<file path="src/rtl/btn_sw_input_conditioner.sv">
// Front end for the board's buttons and switches: brings the raw, bouncing,
// asynchronous pins into the clk domain. Buttons are debounced and also
// produce one-cycle press and release strobes. Switches are only synchronized.
module btn_sw_input_conditioner #(
    parameter int N_BTN           = 5,
    parameter int N_SW            = 16,
    parameter int DEBOUNCE_CYCLES = 1000000,
    parameter int CNT_W           = 20
) (
    input  logic             clk,
    input  logic             reset,
    input  logic [N_BTN-1:0] BTN,
    input  logic [N_SW-1:0]  SW,
    output logic [N_BTN-1:0] btn_level,
    output logic [N_BTN-1:0] btn_press,
    output logic [N_BTN-1:0] btn_release,
    output logic [N_SW-1:0]  sw_sync
);

    // Terminal count. The change is accepted on the edge at which the
    // counter already holds this value, which is DEBOUNCE_CYCLES edges of
    // continuous disagreement.
    localparam logic [CNT_W-1:0] CNT_LAST = CNT_W'(DEBOUNCE_CYCLES - 1);

    logic [N_BTN-1:0] r_btn_s1;
    logic [N_BTN-1:0] r_btn_s2;
    logic [N_SW-1:0]  r_sw_s1;
    logic [N_SW-1:0]  r_sw_s2;
    logic [CNT_W-1:0] r_cnt [N_BTN];
    logic [N_BTN-1:0] r_level;
    logic [N_BTN-1:0] r_press;
    logic [N_BTN-1:0] r_release;

    // Two-flop synchronizers for every button and switch pin.
    always_ff @(posedge clk) begin
        if (reset) begin
            r_btn_s1 <= '0;
            r_btn_s2 <= '0;
            r_sw_s1  <= '0;
            r_sw_s2  <= '0;
        end else begin
            r_btn_s1 <= BTN;
            r_btn_s2 <= r_btn_s1;
            r_sw_s1  <= SW;
            r_sw_s2  <= r_sw_s1;
        end
    end

    // Per-button debouncer. Any return to agreement restarts the count,
    // so bounce delays acceptance and never adds up toward it.
    always_ff @(posedge clk) begin
        if (reset) begin
            r_level   <= '0;
            r_press   <= '0;
            r_release <= '0;
            for (int i = 0; i < N_BTN; i++) begin
                r_cnt[i] <= '0;
            end
        end else begin
            r_press   <= '0;
            r_release <= '0;
            for (int i = 0; i < N_BTN; i++) begin
                if (r_btn_s2[i] == r_level[i]) begin
                    r_cnt[i] <= '0;
                end else if (r_cnt[i] == CNT_LAST) begin
                    r_level[i]   <= r_btn_s2[i];
                    r_press[i]   <= r_btn_s2[i];
                    r_release[i] <= ~r_btn_s2[i];
                    r_cnt[i]     <= '0;
                end else begin
                    r_cnt[i] <= r_cnt[i] + CNT_W'(1);
                end
            end
        end
    end

    assign btn_level   = r_level;
    assign btn_press   = r_press;
    assign btn_release = r_release;
    assign sw_sync     = r_sw_s2;

endmodule

</file>
<file path="config.mk">
export PLATFORM = sky130hd
export DESIGN_NAME = btn_sw_input_conditioner
export DESIGN_NICKNAME = d
export VERILOG_FILES = /design/src/rtl/btn_sw_input_conditioner.sv
export SDC_FILE = /design/constraint.sdc
export NUM_CORES = 1
export LEC_CHECK = 0
export ABC_AREA = 1
export ABC_CLOCK_PERIOD_IN_PS = 4400
export BUFFER_PORTS_ARGS = -buffer_cell sky130_fd_sc_hd__clkbuf_2
export CAP_MARGIN = 20
export CELL_PAD_IN_SITES_DETAIL_PLACEMENT = 1
export CELL_PAD_IN_SITES_GLOBAL_PLACEMENT = 2
export CORE_MARGIN = 8
export CORE_UTILIZATION = 40
export CTS_CLUSTER_DIAMETER = 100
export DETAILED_ROUTE_END_ITERATION = 10
export GPL_TIMING_DRIVEN = 0
export HOLD_SLACK_MARGIN = 0.12
export PLACE_DENSITY = 0.91
export SLEW_MARGIN = 15
export SYNTH_ARGS = -nofsm -noshare
export SYNTH_HDL_FRONTEND = slang
export SYNTH_SLANG_ARGS = --single-unit
</file>
<file path="constraint.sdc">
create_clock -name clk -period 4.4 [get_ports clk]
set_input_delay 0.88 -clock clk [delete_from_list [all_inputs] [get_ports clk]]
set_output_delay 0.88 -clock clk [all_outputs]
set_load 0.05 [all_outputs]
</file>
== After elaboration in Yosys (flattened, before gate mapping) ==
Memories as Yosys holds them, arrays and structs flattened.
Index checks and enable logic that the tools add are counted.
Storage, ports and cells
  register bits: 57
  memory bits (writable): 100
  input bits: 23
  output and inout bits: 31
  logic and storage cells: 147
  memories: 1
Operators by class
  add/subtract/negate cells: 5
  equality and inequality tests: 10
  muxes and demuxes: 72
  bitwise gates (word level): 30
  reduce and logical (&&, ||, !) cells: 10
Memories
  r_cnt: words 5, width 20, rd ports 5, clocked after Yosys merged registers in 0, write ports 5, line 29  | logic [CNT_W-1:0] r_cnt [N_BTN];
Operators with widths (count)
  $mux 20: 15
  $add 20x1->20 const B: 5
  $eq 20x20->1 const B: 5
  $mux 1: 57
  $not 1->1: 15
  $or 1x1->1: 15
  $reduce_or 3->1: 5
  $reduce_and 2->1: 5
  $eq 1x1->1: 5

== Longest topological paths before layout ==
Gate-level depths: netlist of the first run.
  depth in word-level cells: 7
  gate-level depth with buffers: 9
  gate-level depth less buffers: 9

== Worst setup path after synthesis of the first run ==
OpenSTA, ideal clock, no wires.
  path type: input to register
  start point: in reset
  end point: mem r_cnt[3][16], data pin
  setup time: 0.253 ns
  arrival time: 1.666 ns
  data required time: 4.147 ns
  slack: 2.481 ns
  cell stages on the path: 7
  buffers on the path: 2
  path through: buf_2 -> clkinv_2 -> o21ai_1 -> a21oi_2 -> o21ai_4 -> buf_6 -> nor2_2
RTL lines
  start: declaration: line 11  | input logic reset,
  end: declaration: line 29

== Final worst setup path of the first run ==
  start point: reg r_sw_s2[15] (netlist: sw_sync[15])
  end point: out sw_sync[15]
RTL lines
  start: declaration: line 28  | logic [N_SW-1:0] r_sw_s2;
  start signal: assignment: line 45  | r_sw_s2 <= r_sw_s1;
  end: declaration: line 17  | output logic [N_SW-1:0] sw_sync
No word-level cell between the ends.

==> flow_metrics.py, run 1 <==
metrics = {
    "run_status": {
        "run_status": "completed",
    },
    "floorplanning": {
        "fp.dieArea_mm2": 0.0245,
        "fp.dieW_um": 157,
        "fp.dieH_um": 157,
        "core.rowCount": 51,
        "ioPinCount": 54,
        "floorplan.initialDensity_pct": 40.6,
        "placeableCoreArea_mm2": 0.0195,
    },
    "setup_path": {
        "reg2reg_to": "r_cnt[0][9]$_SDFFCE_PN0P_",
        "crit_path_top_delay_cell": "sky130_fd_sc_hd__dfxtp_1",
        "worstPathMaxFanout": 1,
        "critPathLaunch": "sw_sync[15]$_SDFF_PP0_",
        "crit_chain": "clkbuf_2",
        "worst_r2r_startpoint": "r_cnt[0][0]$_SDFFCE_PN0P_",
        "cpLargestDelayFamily": "flip-flops",
        "crit_type": "reg -> out",
        "crit_arrival_ps": 1110,
        "cp.buffers_inverters": 1,
        "setup.reg_to_reg.worst_slack_ps": 2520,
        "reg2reg_depth": 7,
        "required_ps": 3520,
        "worst_setup_path_end_kind": "output pin",
        "worst_setup_path_start_kind": "register",
        "timing.critical_path.slowest_cell_delay_ps": 390,
    },
    "min_path": {
        "worst_hold_startpoint": "r_btn_s1[0]$_SDFF_PP0_",
        "worst_hold_path.endpoint": "r_btn_s2[0]$_SDFF_PP0_",
        "worst_hold_path_type": "reg -> reg",
        "hold-path-cell-count": 2,
    },
    "drt": {
        "route.antenna.remaining_nets": 0,
        "top_layer": "met4",
        "vias": 6288,
        "met1Wirelength_mm": 8.65,
        "detailed_route_wirelength_on_metal2_mm": 8.30,
        "route.met3.wl_um": 790,
        "drt-wirelength-per-cell_um": 12.8,
        "dr.first_iter.drc_count": 234,
        "detail_route.drc_violations": 0,
        "drt_wl_total_mm": 18.0,
        "detail_route.first_pass.iterations": 4,
        "routed_via_density": 4.47,
    },
    "clock_network": {
        "postCtsResizedCells": 0,
        "cts_clk_pin_slew_worst_paths_ps": 60,
        "post-cts-setup-buffers": 0,
        "cts-htree-levels": 4,
        "clk_path_buf_depth": 2,
        "number_of_hold_buffers_added_after_cts": 0,
        "tritoncts.num_buffers": 17,
        "clk-insertion-delay-late_ps": 420,
        "ctsRootBufferMaster": "sky130_fd_sc_hd__clkbuf_16",
        "clock_sinks": 157,
        "clock_tree_from_tritoncts": "yes",
    },
    "timing": {
        "final_report_hold_violation_count": 0,
        "final.min_clock_period_ps": 1990,
        "rsz0062_at_grt": "false",
        "timing_worst_slew_pin_value_ps": 608,
        "timing.clock.skew_ps": 9.41,
        "setup-tns-final_ps": 0,
        "min_period_over_period_pct": 45.2,
        "maxSlewHeadroom_pct": 59.5,
        "setup_viol": 0,
        "slew_viol_final": 0,
        "worst_hold_slack_ps": 402,
        "clock.fmax_mhz": 503,
    },
    "synth": {
        "asyncSetResetFlopFracSynth_pct": 0,
        "synth_edf_count": 100,
        "synthesis_stage_register_bit_count": 157,
        "synth_area_mm2": 0.00791,
        "post_synth_num_cell_types": 36,
        "ys_seq_area_share_pct": 52.4,
        "synthCells": 959,
        "postSynthAreaPerCell_um2": 8.25,
        "ys_warn_count": 0,
        "postSynth.topFlopCell": "sky130_fd_sc_hd__edfxtp_1",
    },
    "place": {
        "dp_hpwl_mm": 13.7,
        "place_congestion": 0.793,
        "placement.cell_area_mm2": 0.00887,
        "numPortBuffers": 52,
    },
    "global_route": {
        "grt_antenna_before_repair": 0,
        "first_global_vias": 6531,
        "grt.overflow.total": 0,
        "overall_routing_resource_usage_pct": 15.6,
        "grt_pass1_wl_mm": 30.7,
        "grt_start_max_net_pins": 17,
    },
    "pwr": {
        "power_density_over_the_cells_mw_per_mm2": 360,
        "max-vdd-ir-drop_mv": 0.320,
        "power_leakage_nw": 3.87,
    },
    "layout": {
        "antenna-diode-count": 0,
        "commonest_non_fill_non_tap_cell_in_the_layout": "sky130_fd_sc_hd__nor2_1",
        "final_cell_area_mm2": 0.00952,
        "postLayoutCoreUtil_pct": 48.9,
        "mostFrequentLayoutCells": "234 x sky130_fd_sc_hd__nor2_1, 204 x sky130_fd_sc_hd__nand2_1, 126 x sky130_fd_sc_hd__inv_1, 100 x sky130_fd_sc_hd__edfxtp_1, 100 x sky130_fd_sc_hd__conb_1",
        "nNetsFinal": 1157,
        "area_growth_syn_to_layout_pct": 20.4,
        "final.fill_count": 2441,
        "final_layout_size_suffix_gt1_share_pct": 11.3,
    },
    "run": {
        "max_cap_violations": 0,
    },
}
-- cell type report --
class / count / area [um2] / share of cell area (%)
Sequential cell: 157 / 4140 / 43.5
Multi-Input combinational cell: 761 / 3570 / 37.5
Clock buffer: 26 / 587 / 6.16
Inverter: 127 / 478 / 5.02
Tap cell: 265 / 332 / 3.48
Timing Repair Buffer: 52 / 260 / 2.73
Buffer: 13 / 90.1 / 0.946
Clock inverter: 6 / 61.3 / 0.644
-- state kept, by name, indices dropped and copies added (netlist names) --
| name | cells |
|---|---|
| r_sw_s1 | 16 |
| btn_level | 5 |
| btn_release | 5 |
| sw_sync | 16 |
| r_btn_s1 | 5 |
| r_cnt | 100 |
| r_btn_s2 | 5 |
| btn_press | 5 |
-- metal layers --
metal | up-vias | GRT usage [%]
met5 | - | 0
met4 | 0 | 4.67
met3 | 18 | 4.16
met2 | 71 | 25.5
met1 | 2939 | 19.7
li1 | 3260 | -
-- stage by stage --
stage               instances  setup slack (ps)  total power [mW]
CTS                      1407              2380              3.46
global placement         1375              2170              1.87
finish                   1407              2410              3.42
detailed placement       1375              2150              1.88
floorplan                1058              2480              1.82
global route             1407              2360              3.55
-- worst register-to-register path, cell delays in order (launching register included) --
cell	delay, ps
sky130_fd_sc_hd__edfxtp_1	430
sky130_fd_sc_hd__ha_1	230
sky130_fd_sc_hd__nand3_1	210
sky130_fd_sc_hd__nor3_2	220
sky130_fd_sc_hd__nand2_1	140
sky130_fd_sc_hd__nand2_1	90
sky130_fd_sc_hd__buf_2	240
sky130_fd_sc_hd__nor2_1	70
-- cells by family after synthesis --
group / after synthesis / share of synthesized area [%]
AOI/OAI and AO/OA: 48 / 3.37
buffers and inverters: 140 / 7.18
and+or+nand+nor: 554 / 30.2
DFF: 157 / 52.4
other: 1 / 0.0474
adders and majority gates: 5 / 0.791
xor gates and xnor gates: 54 / 5.98
-- power breakdown --
| group | leakage (nW) | internal (mW) | switching (mW) |
|---|---|---|---|
| logic | 2.05 | 0.0546 | 0.118 |
| registers | 1.50 | 1.62 | 0.0507 |
| clock network | 0.326 | 0.983 | 0.595 |
-- synth_stat cells, types with 4 or more instances --
master	n	area share, %
sky130_fd_sc_hd__nor2_4	4	0.57
sky130_fd_sc_hd__xor2_1	35	3.9
sky130_fd_sc_hd__nand2_2	4	0.32
sky130_fd_sc_hd__nand2_1	204	9.7
sky130_fd_sc_hd__dfxtp_1	57	14
sky130_fd_sc_hd__nand3b_1	8	0.76
sky130_fd_sc_hd__ha_1	5	0.79
sky130_fd_sc_hd__xnor2_1	19	2.1
sky130_fd_sc_hd__inv_1	126	6.0
sky130_fd_sc_hd__nor3_1	9	0.57
sky130_fd_sc_hd__clkbuf_1	4	0.19
sky130_fd_sc_hd__a21oi_1	31	2.0
sky130_fd_sc_hd__nand4_1	13	1.0
sky130_fd_sc_hd__o21ai_0	9	0.57
sky130_fd_sc_hd__nor2_1	234	11
sky130_fd_sc_hd__buf_6	4	0.57
sky130_fd_sc_hd__edfxtp_1	100	38
sky130_fd_sc_hd__nand3_1	45	2.8
sky130_fd_sc_hd__nor2_2	14	1.1
-- worst max path at each step --
stage                                             to  slack, ps  depth (start not counted)
final                                    sw_sync[15]       2410                          1
after global routing                    btn_level[0]       2360                          1
after CTS                                sw_sync[15]       2380                          1
after detailed placement  r_cnt[3][17]$_SDFFCE_PN0P_       2150                          7
after global placement    r_cnt[3][18]$_SDFFCE_PN0P_       2170                          7
after floorplan           r_cnt[3][16]$_SDFFCE_PN0P_       2480                          7
No activity file was read; power rests on OpenSTA's default activity.
==> run 2: changes to the inputs <==
--- a/config.mk
+++ b/config.mk
@@ -6,18 +6,18 @@
 export NUM_CORES = 1
 export LEC_CHECK = 0
 export ABC_AREA = 1
-export ABC_CLOCK_PERIOD_IN_PS = 4400
+export ABC_CLOCK_PERIOD_IN_PS = 1980
 export BUFFER_PORTS_ARGS = -buffer_cell sky130_fd_sc_hd__clkbuf_2
 export CAP_MARGIN = 20
 export CELL_PAD_IN_SITES_DETAIL_PLACEMENT = 1
 export CELL_PAD_IN_SITES_GLOBAL_PLACEMENT = 2
 export CORE_MARGIN = 8
-export CORE_UTILIZATION = 40
+export CORE_UTILIZATION = 37
 export CTS_CLUSTER_DIAMETER = 100
 export DETAILED_ROUTE_END_ITERATION = 10
 export GPL_TIMING_DRIVEN = 0
 export HOLD_SLACK_MARGIN = 0.12
-export PLACE_DENSITY = 0.91
+export PLACE_DENSITY = 0.85
 export SLEW_MARGIN = 15
 export SYNTH_ARGS = -nofsm -noshare
 export SYNTH_HDL_FRONTEND = slang
==> constraint.sdc (replaced) <==
create_clock -name clk -period 1.98 [get_ports clk]
set_input_delay 0.396 -clock clk [delete_from_list [all_inputs] [get_ports clk]]
set_output_delay 0.396 -clock clk [all_outputs]
set_load 0.05 [all_outputs]
==> run 2 against run 1 <==
Count of clock-buffer cells in the layout grew 3. Sequential power grew 120%. Via count shrank 0.29%. Sequential share of layout area grew 0.20 points. Wire length shrank 0.55%. Largest power group unchanged. Combinational power grew 120%. Non-clock buffer count grew 1. Largest cell class unchanged. Clock power grew 100%. Cell area shrank 0.46%. Worst setup slack lost 2200 ps. First-iteration DRC count grew 48%. Register-to-register slack lost 2300 ps.
==> flow_metrics.py, run 2 (same netlist as run 1, synthesis figures left out) <==
metrics = {
    "floorplanning": {
        "core.rowCount": 53,
        "floorplan.initialDensity_pct": 37.6,
        "fp.dieArea_mm2": 0.0263,
        "placeableCoreArea_mm2": 0.0210,
        "ioPinCount": 54,
        "fp.dieW_um": 162,
        "fp.dieH_um": 162,
    },
    "pwr": {
        "seq_power_share_pct": 51.1,
        "clkPwrFrac_pct": 43.7,
        "switching_share_pct": 22.7,
        "power_leakage_nw": 3.83,
        "p_switching_mw": 1.65,
        "power_density_over_the_cells_mw_per_mm2": 769,
        "p_int_mw": 5.63,
        "p_comb_share_pct": 5.3,
        "max-vdd-ir-drop_mv": 0.515,
    },
    "layout": {
        "postLayoutCoreUtil_pct": 45.1,
        "nNetsFinal": 1158,
        "final_layout_size_suffix_gt1_share_pct": 11.0,
        "registers.top_by_ff_count": "r_cnt",
        "max_reg_flops": 100,
        "final.fill_count": 2619,
        "commonest_non_fill_non_tap_cell_in_the_layout": "sky130_fd_sc_hd__nor2_1",
        "ff_latch_area_mm2": 0.00414,
        "antenna-diode-count": 0,
        "area_growth_syn_to_layout_pct": 19.8,
        "multiInputGateArea_mm2": 0.00357,
        "mostFrequentLayoutCells": "234 x sky130_fd_sc_hd__nor2_1, 204 x sky130_fd_sc_hd__nand2_1, 126 x sky130_fd_sc_hd__inv_1, 100 x sky130_fd_sc_hd__edfxtp_1, 100 x sky130_fd_sc_hd__conb_1",
    },
    "setup_path": {
        "reg2reg_to": "r_cnt[3][17]$_SDFFCE_PN0P_",
        "reg2reg_depth": 7,
        "timing.critical_path.slowest_cell_delay_ps": 390,
        "worst_setup_path_end_kind": "register",
        "worst_r2r_startpoint": "r_cnt[3][0]$_SDFFCE_PN0P_",
        "crit_arrival_ps": 1990,
        "crit_chain": "ha_1 -> nand3_2 -> nor2_2 -> nand3_2 -> o21ai_4 -> buf_6 -> nor2_2",
        "crit_type": "reg -> reg",
        "required_ps": 2160,
        "setup.reg_to_reg.worst_slack_ps": 170,
        "worstPathMaxFanout": 10,
        "worst_setup_path_start_kind": "register",
        "crit_path_top_delay_cell": "sky130_fd_sc_hd__edfxtp_1",
    },
    "timing": {
        "timing.clock.skew_ps": 6.80,
        "min_period_over_period_pct": 91.2,
        "setup-tns-final_ps": 0,
        "maxSlewHeadroom_pct": 47.8,
        "final_report_hold_violation_count": 0,
        "postLayoutSetupSlackWorst_ps": 174,
        "clock.fmax_mhz": 554,
        "timing_worst_slew_pin_value_ps": 784,
        "worst_hold_slack_ps": 158,
        "rsz0062_at_grt": "false",
        "slew_viol_final": 0,
        "final.min_clock_period_ps": 1810,
        "setup_viol": 0,
    },
    "clock_network": {
        "clock_sinks": 157,
        "cts-htree-levels": 4,
        "cts_clk_pin_slew_worst_paths_ps": 60,
        "clock_tree_from_tritoncts": "yes",
        "clk_path_buf_depth": 2,
        "ctsRootBufferMaster": "sky130_fd_sc_hd__clkbuf_16",
        "number_of_hold_buffers_added_after_cts": 0,
        "clk-insertion-delay-late_ps": 420,
        "tritoncts.num_buffers": 17,
    },
    "drt": {
        "detail_route.drc_violations": 0,
        "drt_wl_total_mm": 17.9,
        "route.antenna.remaining_nets": 0,
        "dr.first_iter.drc_count": 346,
        "vias": 6270,
        "drt-wirelength-per-cell_um": 12.6,
        "detail_route.first_pass.iterations": 4,
        "routed_via_density": 4.42,
    },
    "global_route": {
        "overall_routing_resource_usage_pct": 14.4,
        "grt.overflow.total": 0,
        "grt.met3_usage_pct": 4.15,
        "global_route.usage.met1_pct": 17.3,
        "top_usage_layer": "met2",
        "grt_start_max_net_pins": 17,
        "first_global_vias": 6634,
        "gr-usage-met2_pct": 24.3,
        "grt_pass1_wl_mm": 30.8,
        "grt_antenna_before_repair": 0,
    },
    "run": {
        "max_cap_violations": 0,
    },
    "run_status": {
        "run_status": "completed",
    },
    "place": {
        "place_congestion": 0.772,
        "numPortBuffers": 52,
        "dp_hpwl_mm": 13.9,
        "post-place-ws_ps": 88.6,
    },
    "min_path": {
        "worst_hold_startpoint": "BTN[3]",
        "worst_hold_path.endpoint": "r_btn_s1[3]$_SDFF_PP0_",
        "hold-path-cell-count": 3,
        "worst_hold_path_type": "in -> reg",
    },
}
==> run 2: stage by stage <==
step           cell area [um2]  instances  power [mW]
2_1_floorplan             8280       1058        4.04
3_3_place_gp              8880       1385        4.16
3_5_place_dp              8880       1385        4.18
4_1_cts                   9460       1417        7.39
5_1_grt                   9480       1418        7.59
6_report                  9480       1418        7.29
==> run 2: worst max path at each step <==
stage                                   start                    endpoint  slack, ps  depth (start not counted)
floorplan           btn_level[3]$_SDFFE_PP0N_  r_cnt[3][16]$_SDFFCE_PN0P_        360                          6
global placement    r_cnt[3][0]$_SDFFCE_PN0P_  r_cnt[3][16]$_SDFFCE_PN0P_        120                          7
detailed placement  r_cnt[0][0]$_SDFFCE_PN0P_  r_cnt[0][16]$_SDFFCE_PN0P_         90                          7
CTS                 r_cnt[0][0]$_SDFFCE_PN0P_  r_cnt[0][16]$_SDFFCE_PN0P_         80                          7
global route        r_cnt[3][0]$_SDFFCE_PN0P_   r_cnt[3][5]$_SDFFCE_PN0P_         20                          7
finish              r_cnt[3][0]$_SDFFCE_PN0P_  r_cnt[3][17]$_SDFFCE_PN0P_        170                          7
==> run 2: final cells by class <==
class / count / area share, %
plain buffers: 13 / 0.977
clock buffers: 29 / 5.85
clock inverters: 3 / 0.211
inverters: 127 / 5.04
multi-input cells: 761 / 37.7
flip-flops and latches: 157 / 43.7
well taps: 275 / 3.63
repair buffers: 53 / 2.83
==> run 2: power groups by stage <==
stage	clock network, mW	logic [mW]	registers [mW]
after floorplan	0	0.243	3.80
after global placement	0	0.375	3.79
after detailed placement	0	0.383	3.79
after CTS	3.29	0.386	3.72
after global routing	3.40	0.447	3.74
final	3.18	0.386	3.72
==> run 2: routing by layer <==
metal	part of all wire [%]	wire, um
met1	48	8520
met2	47	8370
met3	4.5	797
met4	1.0	182
met5	0	0
==> run 2: what timing repair did <==
item	4_1_cts	5_1_grt
buffers inserted	0	1
endpoints found under the hold margin	0	0
resized for setup	0	3
endpoints found under the setup margin	0	27
==> run 2: critical path: cells and delay by family (launching register included) <==
family / cells / cell delay [ps]
and+or+nand+nor: 4 / 420
DFF: 1 / 390
AOI/OAI and AO/OA: 1 / 310
buffers and inverters: 1 / 230
adders and majority gates: 1 / 210
